<file path="config.mk">
export PLATFORM = sky130hd
export DESIGN_NAME = reg_access_ctrl
export DESIGN_NICKNAME = d
export VERILOG_FILES = /design/src/rtl/reg_ctrl_pkg.sv /design/src/rtl/reg_req_fifo.sv /design/src/rtl/reg_access_ctrl.sv
export SDC_FILE = /design/constraint.sdc
export NUM_CORES = 1
export LEC_CHECK = 0
export CAP_MARGIN = 10
export CELL_PAD_IN_SITES_DETAIL_PLACEMENT = 2
export CELL_PAD_IN_SITES_GLOBAL_PLACEMENT = 2
export CORE_AREA = 2 2 400 402
export CTS_BUF_LIST = sky130_fd_sc_hd__clkbuf_2
export DETAILED_ROUTE_END_ITERATION = 8
export DIE_AREA = 0 0 402 404
export PLACE_DENSITY_LB_ADDON = 0.08
export SLEW_MARGIN = 20
export SYNTH_ARGS = -nofsm -noshare
export SYNTH_HDL_FRONTEND = slang
export SYNTH_SLANG_ARGS = --single-unit
export TNS_END_PERCENT = 100
</file>
<file path="constraint.sdc">
create_clock -name clk -period 15.4 [get_ports clk]
set_input_delay 4.62 -clock clk [delete_from_list [all_inputs] [get_ports clk]]
set_output_delay 4.62 -clock clk [all_outputs]
set_load 0.01 [all_outputs]
</file>
<file path="src/rtl/reg_ctrl_pkg.sv">
// Shared constants for the register1 access sequencer: FSM encoding and data width.
package reg_ctrl_pkg;

  localparam int unsigned REG_W = 256;

  localparam logic [1:0] IDLE  = 2'd0;
  localparam logic [1:0] WRITE = 2'd1;
  localparam logic [1:0] READ  = 2'd2;
  localparam logic [1:0] RESP  = 2'd3;

endpackage

</file>
<file path="src/rtl/reg_req_fifo.sv">
// Request buffer for reg_access_ctrl: each entry holds {write flag, data}.
module reg_req_fifo #(
  parameter int unsigned WIDTH = 256,
  parameter int unsigned DEPTH = 2
) (
  input  logic                           clk,
  input  logic                           rst_n,
  input  logic                           push,
  input  logic [WIDTH:0]                 push_data,
  input  logic                           pop,
  output logic [WIDTH:0]                 pop_data,
  output logic                           full,
  output logic                           empty,
  output logic [$clog2(DEPTH+1)-1:0]     count
);

  localparam int unsigned PtrW = (DEPTH > 1) ? $clog2(DEPTH) : 1;
  localparam int unsigned CntW = $clog2(DEPTH + 1);

  logic [WIDTH:0]  mem [DEPTH];
  logic [PtrW-1:0] wr_ptr_q, rd_ptr_q;
  logic [CntW-1:0] cnt_q, cnt_d;
  logic            do_push, do_pop;

  assign full    = (cnt_q == CntW'(DEPTH));
  assign empty   = (cnt_q == '0);
  assign count   = cnt_q;
  assign do_push = push && !full;
  assign do_pop  = pop && !empty;
  assign pop_data = mem[rd_ptr_q];

  always_comb begin
    cnt_d = cnt_q;
    unique case ({do_push, do_pop})
      2'b10:   cnt_d = cnt_q + CntW'(1);
      2'b01:   cnt_d = cnt_q - CntW'(1);
      default: cnt_d = cnt_q;
    endcase
  end

  always_ff @(posedge clk or negedge rst_n) begin
    if (!rst_n) begin
      wr_ptr_q <= '0;
      rd_ptr_q <= '0;
      cnt_q    <= '0;
    end else begin
      if (do_push) wr_ptr_q <= wr_ptr_q + PtrW'(1);
      if (do_pop)  rd_ptr_q <= rd_ptr_q + PtrW'(1);
      cnt_q <= cnt_d;
    end
  end

  // Storage is data-only; validity is tracked by the pointers and count.
  always_ff @(posedge clk) begin
    if (do_push) mem[wr_ptr_q] <= push_data;
  end

endmodule

</file>
<file path="src/rtl/reg_access_ctrl.sv">
// Sequences buffered read/write requests onto register1's Enable/ReadWrite
// interface and returns read data on a valid/ready response port.
module reg_access_ctrl
  import reg_ctrl_pkg::*;
#(
  parameter int unsigned WIDTH      = REG_W,
  parameter int unsigned FIFO_DEPTH = 2
) (
  input  logic             clk,
  input  logic             reset,
  input  logic             req_valid,
  output logic             req_ready,
  input  logic             req_write,
  input  logic [WIDTH-1:0] req_data,
  output logic             rsp_valid,
  input  logic             rsp_ready,
  output logic [WIDTH-1:0] rsp_data,
  output logic             wr_ack,
  output logic             reg_enable,
  output logic             reg_readwrite,
  output logic [WIDTH-1:0] reg_data_in,
  input  logic [WIDTH-1:0] reg_data_out,
  output logic             busy
);

  localparam int unsigned CntW = $clog2(FIFO_DEPTH + 1);

  logic [1:0]       state_q, state_d;
  logic             rsp_valid_q, rsp_valid_d;
  logic [WIDTH-1:0] rsp_data_q, rsp_data_d;
  logic             wr_ack_q, wr_ack_d;
  logic             en_q, en_d;
  logic             rw_q, rw_d;
  logic [WIDTH-1:0] din_q, din_d;

  logic             fifo_full, fifo_empty, fifo_pop, launch;
  logic [WIDTH:0]   fifo_head;
  logic [CntW-1:0]  fifo_count;

  reg_req_fifo #(
    .WIDTH (WIDTH),
    .DEPTH (FIFO_DEPTH)
  ) u_fifo (
    .clk       (clk),
    .rst_n     (reset),
    .push      (req_valid && req_ready),
    .push_data ({req_write, req_data}),
    .pop       (fifo_pop),
    .pop_data  (fifo_head),
    .full      (fifo_full),
    .empty     (fifo_empty),
    .count     (fifo_count)
  );

  // Ready comes only from the registered count, so a same-cycle pop never frees a slot.
  assign req_ready     = !fifo_full;
  assign busy          = (fifo_count != '0) || (state_q != IDLE);
  assign rsp_valid     = rsp_valid_q;
  assign rsp_data      = rsp_data_q;
  assign wr_ack        = wr_ack_q;
  assign reg_enable    = en_q;
  assign reg_readwrite = rw_q;
  assign reg_data_in   = din_q;

  always_comb begin
    state_d     = state_q;
    rsp_valid_d = rsp_valid_q;
    rsp_data_d  = rsp_data_q;
    wr_ack_d    = 1'b0;
    en_d        = en_q;
    rw_d        = rw_q;
    din_d       = din_q;
    launch      = 1'b0;

    case (state_q)
      IDLE: launch = !fifo_empty;
      WRITE: begin
        // register1 captures at this edge; ack in the following cycle.
        wr_ack_d = 1'b1;
        launch   = !fifo_empty;
        state_d  = IDLE;
        en_d     = 1'b0;
        rw_d     = 1'b1;
      end
      READ: begin
        rsp_data_d  = reg_data_out;
        rsp_valid_d = 1'b1;
        en_d        = 1'b0;
        rw_d        = 1'b1;
        state_d     = RESP;
      end
      RESP: begin
        if (rsp_ready) begin
          rsp_valid_d = 1'b0;
          launch      = !fifo_empty;
          state_d     = IDLE;
        end
      end
      default: state_d = IDLE;
    endcase

    if (launch) begin
      en_d = 1'b1;
      if (fifo_head[WIDTH]) begin
        state_d = WRITE;
        rw_d    = 1'b0;
        din_d   = fifo_head[WIDTH-1:0];
      end else begin
        state_d = READ;
        rw_d    = 1'b1;
      end
    end
    fifo_pop = launch;
  end

  always_ff @(posedge clk or negedge reset) begin
    if (!reset) begin
      state_q     <= IDLE;
      rsp_valid_q <= 1'b0;
      rsp_data_q  <= '0;
      wr_ack_q    <= 1'b0;
      en_q        <= 1'b0;
      rw_q        <= 1'b1;
      din_q       <= '0;
    end else begin
      state_q     <= state_d;
      rsp_valid_q <= rsp_valid_d;
      rsp_data_q  <= rsp_data_d;
      wr_ack_q    <= wr_ack_d;
      en_q        <= en_d;
      rw_q        <= rw_d;
      din_q       <= din_d;
    end
  end

endmodule

</file>
### Word-level counts from Yosys, hierarchy flattened

Memories as Yosys holds them, arrays and structs flattened.
Index checks and enable logic that the tools add are counted.

| storage, ports and cells | value |
|---|---|
| word-level logic and storage cells | 59 |
| register bits | 522 |
| RAM bits | 514 |
| bits of input ports | 517 |
| output and inout bits | 518 |
| memories | 1 |

Memory list:

| memory | words | width | rd ports | clocked after memory_dff | write ports | line | RTL |
|---|---|---|---|---|---|---|---|
| u_fifo.mem | 2 | 257 | 1 | 0 | 1 | reg_req_fifo.sv:20 | `logic [WIDTH:0] mem [DEPTH];` |

| operators by class | value |
|---|---|
| multiplexer cells | 17 |
| add/sub/neg operators | 4 |
| equal/unequal tests | 8 |
| reductions and logical operators | 19 |

Operator list:

| cell | number |
|---|---|
| 1-bit two-way mux | 10 |
| 2-bit nonzero test | 5 |
| 2-bit equality test, second input constant | 4 |
| 2-bit two-way mux | 3 |
| 2-bit case mux with 3 select lines | 1 |
| 2-bit AND reduction | 3 |
| 2-bit by 1-bit equality test with 1-bit output, second input constant | 2 |
| 2-bit zero test | 2 |
| 1-bit case mux with 2 select lines | 2 |
| 2-bit case mux with 2 select lines | 1 |
| 4-bit nonzero test | 1 |
| 2-bit OR reduction | 2 |
| 1-bit logical AND | 3 |
| 3-bit by 2-bit != test with 1-bit output, second input constant | 1 |
| 1-bit adder, second input constant | 2 |
| 2-bit by 1-bit adder with 2-bit output, second input constant | 1 |
| 1-bit zero test | 2 |
| 2-bit != test, second input constant | 1 |
| 2-bit by 1-bit subtractor with 2-bit output, second input constant | 1 |
| 1-bit logical OR | 1 |

### Logic depth before layout (Yosys ltp)

| depth | value |
|---|---|
| depth after elaboration | 7 |
| gate-level depth with buffers | 9 |
| mapped depth without buffers | 8 |

### Modules after synthesis

A second synthesis with hierarchy kept.

| second synthesis, totals | value |
|---|---|
| cell total of the unflattened synthesis | 1936 |
| area, all modules | 39685.6 um^2 |

Modules (own cells, without submodules):

| module | seq. area each (um^2) | instances | cells each | area each (um^2) |
|---|---|---|---|---|
| reg_access_ctrl | 12963.7 | 1 | 1118 | 20093.0 |
| reg_req_fifo | 15534.9 | 1 | 818 | 19592.5 |

### Worst setup path before layout

OpenSTA, ideal clock, no wires.

| timing | value |
|---|---|
| path type | input-to-reg |
| start | in req_valid |
| end | mem u_fifo.mem[0][0] (netlist bit), enable pin |
| arrival time | 15361 ps |
| path slack | -840 ps |
| cell stages on the path | 2 |
| required time | 14520 ps |
| library setup time | 880 ps |
| path buffers | 0 |
| path through | nand2_1 -> nor2_1 |

| on the way | value |
|---|---|
| word-level cells in the longest chain between the ends | 4 |

RTL lines:

| what | line | RTL |
|---|---|---|
| from (decl) | reg_access_ctrl.sv:11 | `input logic req_valid,` |
| 1-bit logical AND | reg_access_ctrl.sv:46 | `.push (req_valid && req_ready),` |
| 1-bit logical AND | reg_req_fifo.sv:28 | `assign do_push = push && !full;` |
| 1-bit two-way mux | reg_req_fifo.sv:55 | `if (do_push) mem[wr_ptr_q] <= push_data;` |
| 1-bit two-way mux (not written as such) | reg_req_fifo.sv:55 |  |
| to (decl) | reg_req_fifo.sv:20 |  |

No other way between the ends.

### Worst setup path in the final report

| timing | value |
|---|---|
| start | reg state_q[1] |
| end | out busy |

| on the way | value |
|---|---|
| word-level cells in the longest chain between the ends | 2 |

RTL lines:

| what | line | RTL |
|---|---|---|
| from (decl) | reg_access_ctrl.sv:28 | `logic [1:0] state_q, state_d;` |
| from (signal assigned) | reg_access_ctrl.sv:126 | `state_q <= state_d;` |
| 2-bit nonzero test | reg_access_ctrl.sv:57 | `assign busy = (fifo_count != '0) \|\| (state_q != IDLE);` |
| 1-bit logical OR | reg_access_ctrl.sv:57 |  |
| to (decl) | reg_access_ctrl.sv:23 | `output logic busy` |

No other way between the ends.

==> impl_metrics.toml <==
[routing]
routedWlPerCell_um = 24.89
drtIter0Drc = 745
dr.pass1.iters = 4
wl_um = 144400
drc = 0
postRouteAntennaNets = 0
avgViaCountPerCell = 4.181
vias = 24252

[grt]
grt_pass1_vias = 27927
grt_max_degree = 206
antenna_found_initial = 78
grt_overflow_total = 0
grt_pass1_wl_um = 204800
grt_usage_pct = 17.60

[die]
rows = 146
die_x_um = 402
fp.dieH_um = 404
io_pins = 1035
start_util_pct = 23.56
core_sq_um = 157800
dieArea_sq_um = 162400

[clock_tree]
clockBufferDepth = 4
numCtsBuffers = 314
clkLatencyLatePin_ns = 1.62
root_buffer = "clkbuf_2"
clkTransAtPathRegs_ns = 0.09
postCtsSetupBuffers = 0
holdBufCountCts = 0
htreeDepth = 5
cts_tree = "yes"
cts_sinks = 1036
cts_resized = 0

[critical_path]
crit_chain = "inv_1, ha_1, nand2_1, clkdlybuf4s50_1"
end_kind = "primary output"
worst_path_max_delay_cell = "clkdlybuf4s50_1"
critPathArrivalTime_ns = 3.05
cp.required_ns = 10.78
cp_max_fo = 6
path_buf_inv = 2
start_kind = "flop"
slowest_delay_ns = 0.75
critPathKind = "reg -> out"
critPathTopFamily = "buffers and inverters"

[synthesis]
synthFlopType = "dfrtp_1"
syn_inst = 2213
yosys_warnings = 0
yosysMostFrequentCell = "dfrtp_1"
synth_fp_nets = 2735
synth.distinct_cells = 27
postSynth.asyncResetShare_pct = 50.39
synth_edf_count = 514
synth.yosys.seq_area_share_pct = 76.63
ys_ff_latch = 1036
synth_common_cells = "521 x dfrtp_1, 514 x edfxtp_1, 262 x nor2_1, 258 x mux2i_1, 257 x mux2_2"
synth_top_cell_by_area = "edfxtp_1"
syn_area_sq_um = 37190
synth_area_leaders = "edfxtp_1 42%, dfrtp_1 35%, mux2_2 7.8%"
syn-mean-instance-area_sq_um = 16.81
netlist.area_leader.share_pct = 41.50

[sta]
post-route-min-period_ns = 7.673
worst_slack_ns = 7.727
fin_setup_tns_ns = 0
clock_skew_ns = 0.1993
grt_setup_unrepaired = "no"
hold_ws_ns = 0.4315
hold_viol_final = 0
finalSetupViolations = 0
report.final.slew_viol_count = 0
worst_slew_margin_rel_pct = 28.45
fin_crit_sh_pct = 49.82
tightestPinTransition_ns = 1.073
max_clock_freq_ghz = 0.1303

[hold_path]
hold_class = "reg -> reg"

[power]
power_density_nw_per_um2 = 211.9
p_total_w = 0.01112
switching_share_pct = 36.87
power.internal_w = 0.007021
ir_worst_vdd_mv = 0.1770
p_clk_share_pct = 18.5
leakagePower_nw = 20.50
sequentialPowerShare_pct = 40.5
pwr-share-comb_pct = 41.1
p_switching_w = 0.004100

[final_layout]
multiInputGateArea_sq_um = 8013
layout.nets = 4001
syn_to_final_growth_pct = 41.08
drive_gt1_share_pct = 21.30
design_area_sq_um = 52470
n_fill_cell = 16400
ff_latch_area_sq_um = 28500

[place]
dp_slack_ns = 7.071
place.gp.congestion = 0.8148
post_dp_cell_area_sq_um = 49740
io_buffer_count = 1034
dpl.hpwl_um = 104900

[job]
drv_cap = 0

[outcome]
status = "finished clean"
==> metal layers <==
| metal | GRT usage, % | wire length (um) |
|---|---|---|
| met1 | 17.20 | 48920 |
| met2 | 31.05 | 74290 |
| met3 | 9.457 | 15550 |
| met4 | 6.774 | 5042 |
| met5 | 0 | 563 |
==> power groups by stage <==
stage / Combinational [W] / Sequential, W / Clock (W)
6_report: 0.00457 / 0.00450 / 0.00205
3_5_place_dp: 0.00473 / 0.00458 / 0
4_1_cts: 0.00474 / 0.00453 / 0.00220
2_1_floorplan: 0.00189 / 0.00485 / 0
3_3_place_gp: 0.00462 / 0.00453 / 0
5_1_grt: 0.00494 / 0.00464 / 0.00234
==> layout by cell type, fill, tap and decap left out, types with 3 or more instances in the layout <==
| master | count |
|---|---|
| clkdlybuf4s50_1 | 1033 |
| dfrtp_1 | 520 |
| edfxtp_1 | 514 |
| clkbuf_2 | 470 |
| nor2_1 | 261 |
| mux2i_1 | 258 |
| mux2_2 | 257 |
| a21oi_1 | 247 |
| clkinv_1 | 56 |
| buf_4 | 29 |
| diode_2 | 28 |
| a21oi_2 | 10 |
| inv_1 | 5 |
| inv_2 | 5 |
| ha_1 | 4 |
| clkinv_2 | 4 |
| xnor2_1 | 3 |
==> stage by stage <==
stage	instances	utilization, %
3_3_place_gp	5235	31.51
6_report	5800	33.24
5_1_grt	5782	33.22
2_1_floorplan	2213	-
3_5_place_dp	5235	31.51
4_1_cts	5772	33.20
==> final timing paths <==
check,cells past startpoint,slack [ns],start,end
setup / recovery,4,7.73,state_q[1]$_DFFE_PN0P_,busy
hold / removal,2,0.43,u_fifo.mem[0][239]$_DFFE_PP_,reg_data_in[239]$_DFFE_PN0P_
setup reg to reg,7,11.29,u_fifo.rd_ptr_q$_DFFE_PN0P_,reg_data_in[225]$_DFFE_PN0P_
hold reg to reg,2,0.43,u_fifo.mem[0][239]$_DFFE_PP_,reg_data_in[239]$_DFFE_PN0P_
max in group asynchronous,3,9.99,reset,reg_data_in[23]$_DFFE_PN0P_
min in group asynchronous,1,3.07,reset,rsp_data[132]$_DFFE_PN0P_
==> worst min-delay path, stage by stage (launching register included) <==
cell and delay (ns):
edfxtp_1 0.33, mux2i_1 0.08, a21oi_1 0.15
==> sequential cells by signal (all words and copies together), names as in the netlist <==
register	count
reg_data_in	256
reg_enable	1
wr_ack	1
u_fifo.count	2
u_fifo.wr_ptr_q	1
u_fifo.mem	514
rsp_data	256
rsp_valid	1
state_q	2
u_fifo.rd_ptr_q	1
reg_readwrite	1
==> cell families after synthesis <==
family / share of synthesized area [%]
flip-flops: 76.63
multiplexers: 14.72
AND/OR/NAND/NOR: 2.769
AO/OA/AOI/OAI: 3.680
buffers and inverters: 1.914
XOR/XNOR: 0.1178
adder cells (fa/ha/maj): 0.1682
==> cell type report <==
type	count	share of cell area, %
flip-flops and latches	1036	54.32
inverters	5	0.03577
clock inverters	67	0.5890
clock buffers	470	4.483
well taps	2072	4.941
multi-input cells	1057	15.27
repair buffers	1065	20.23
diodes	28	0.1335
(Power assumes the default switching activity.)
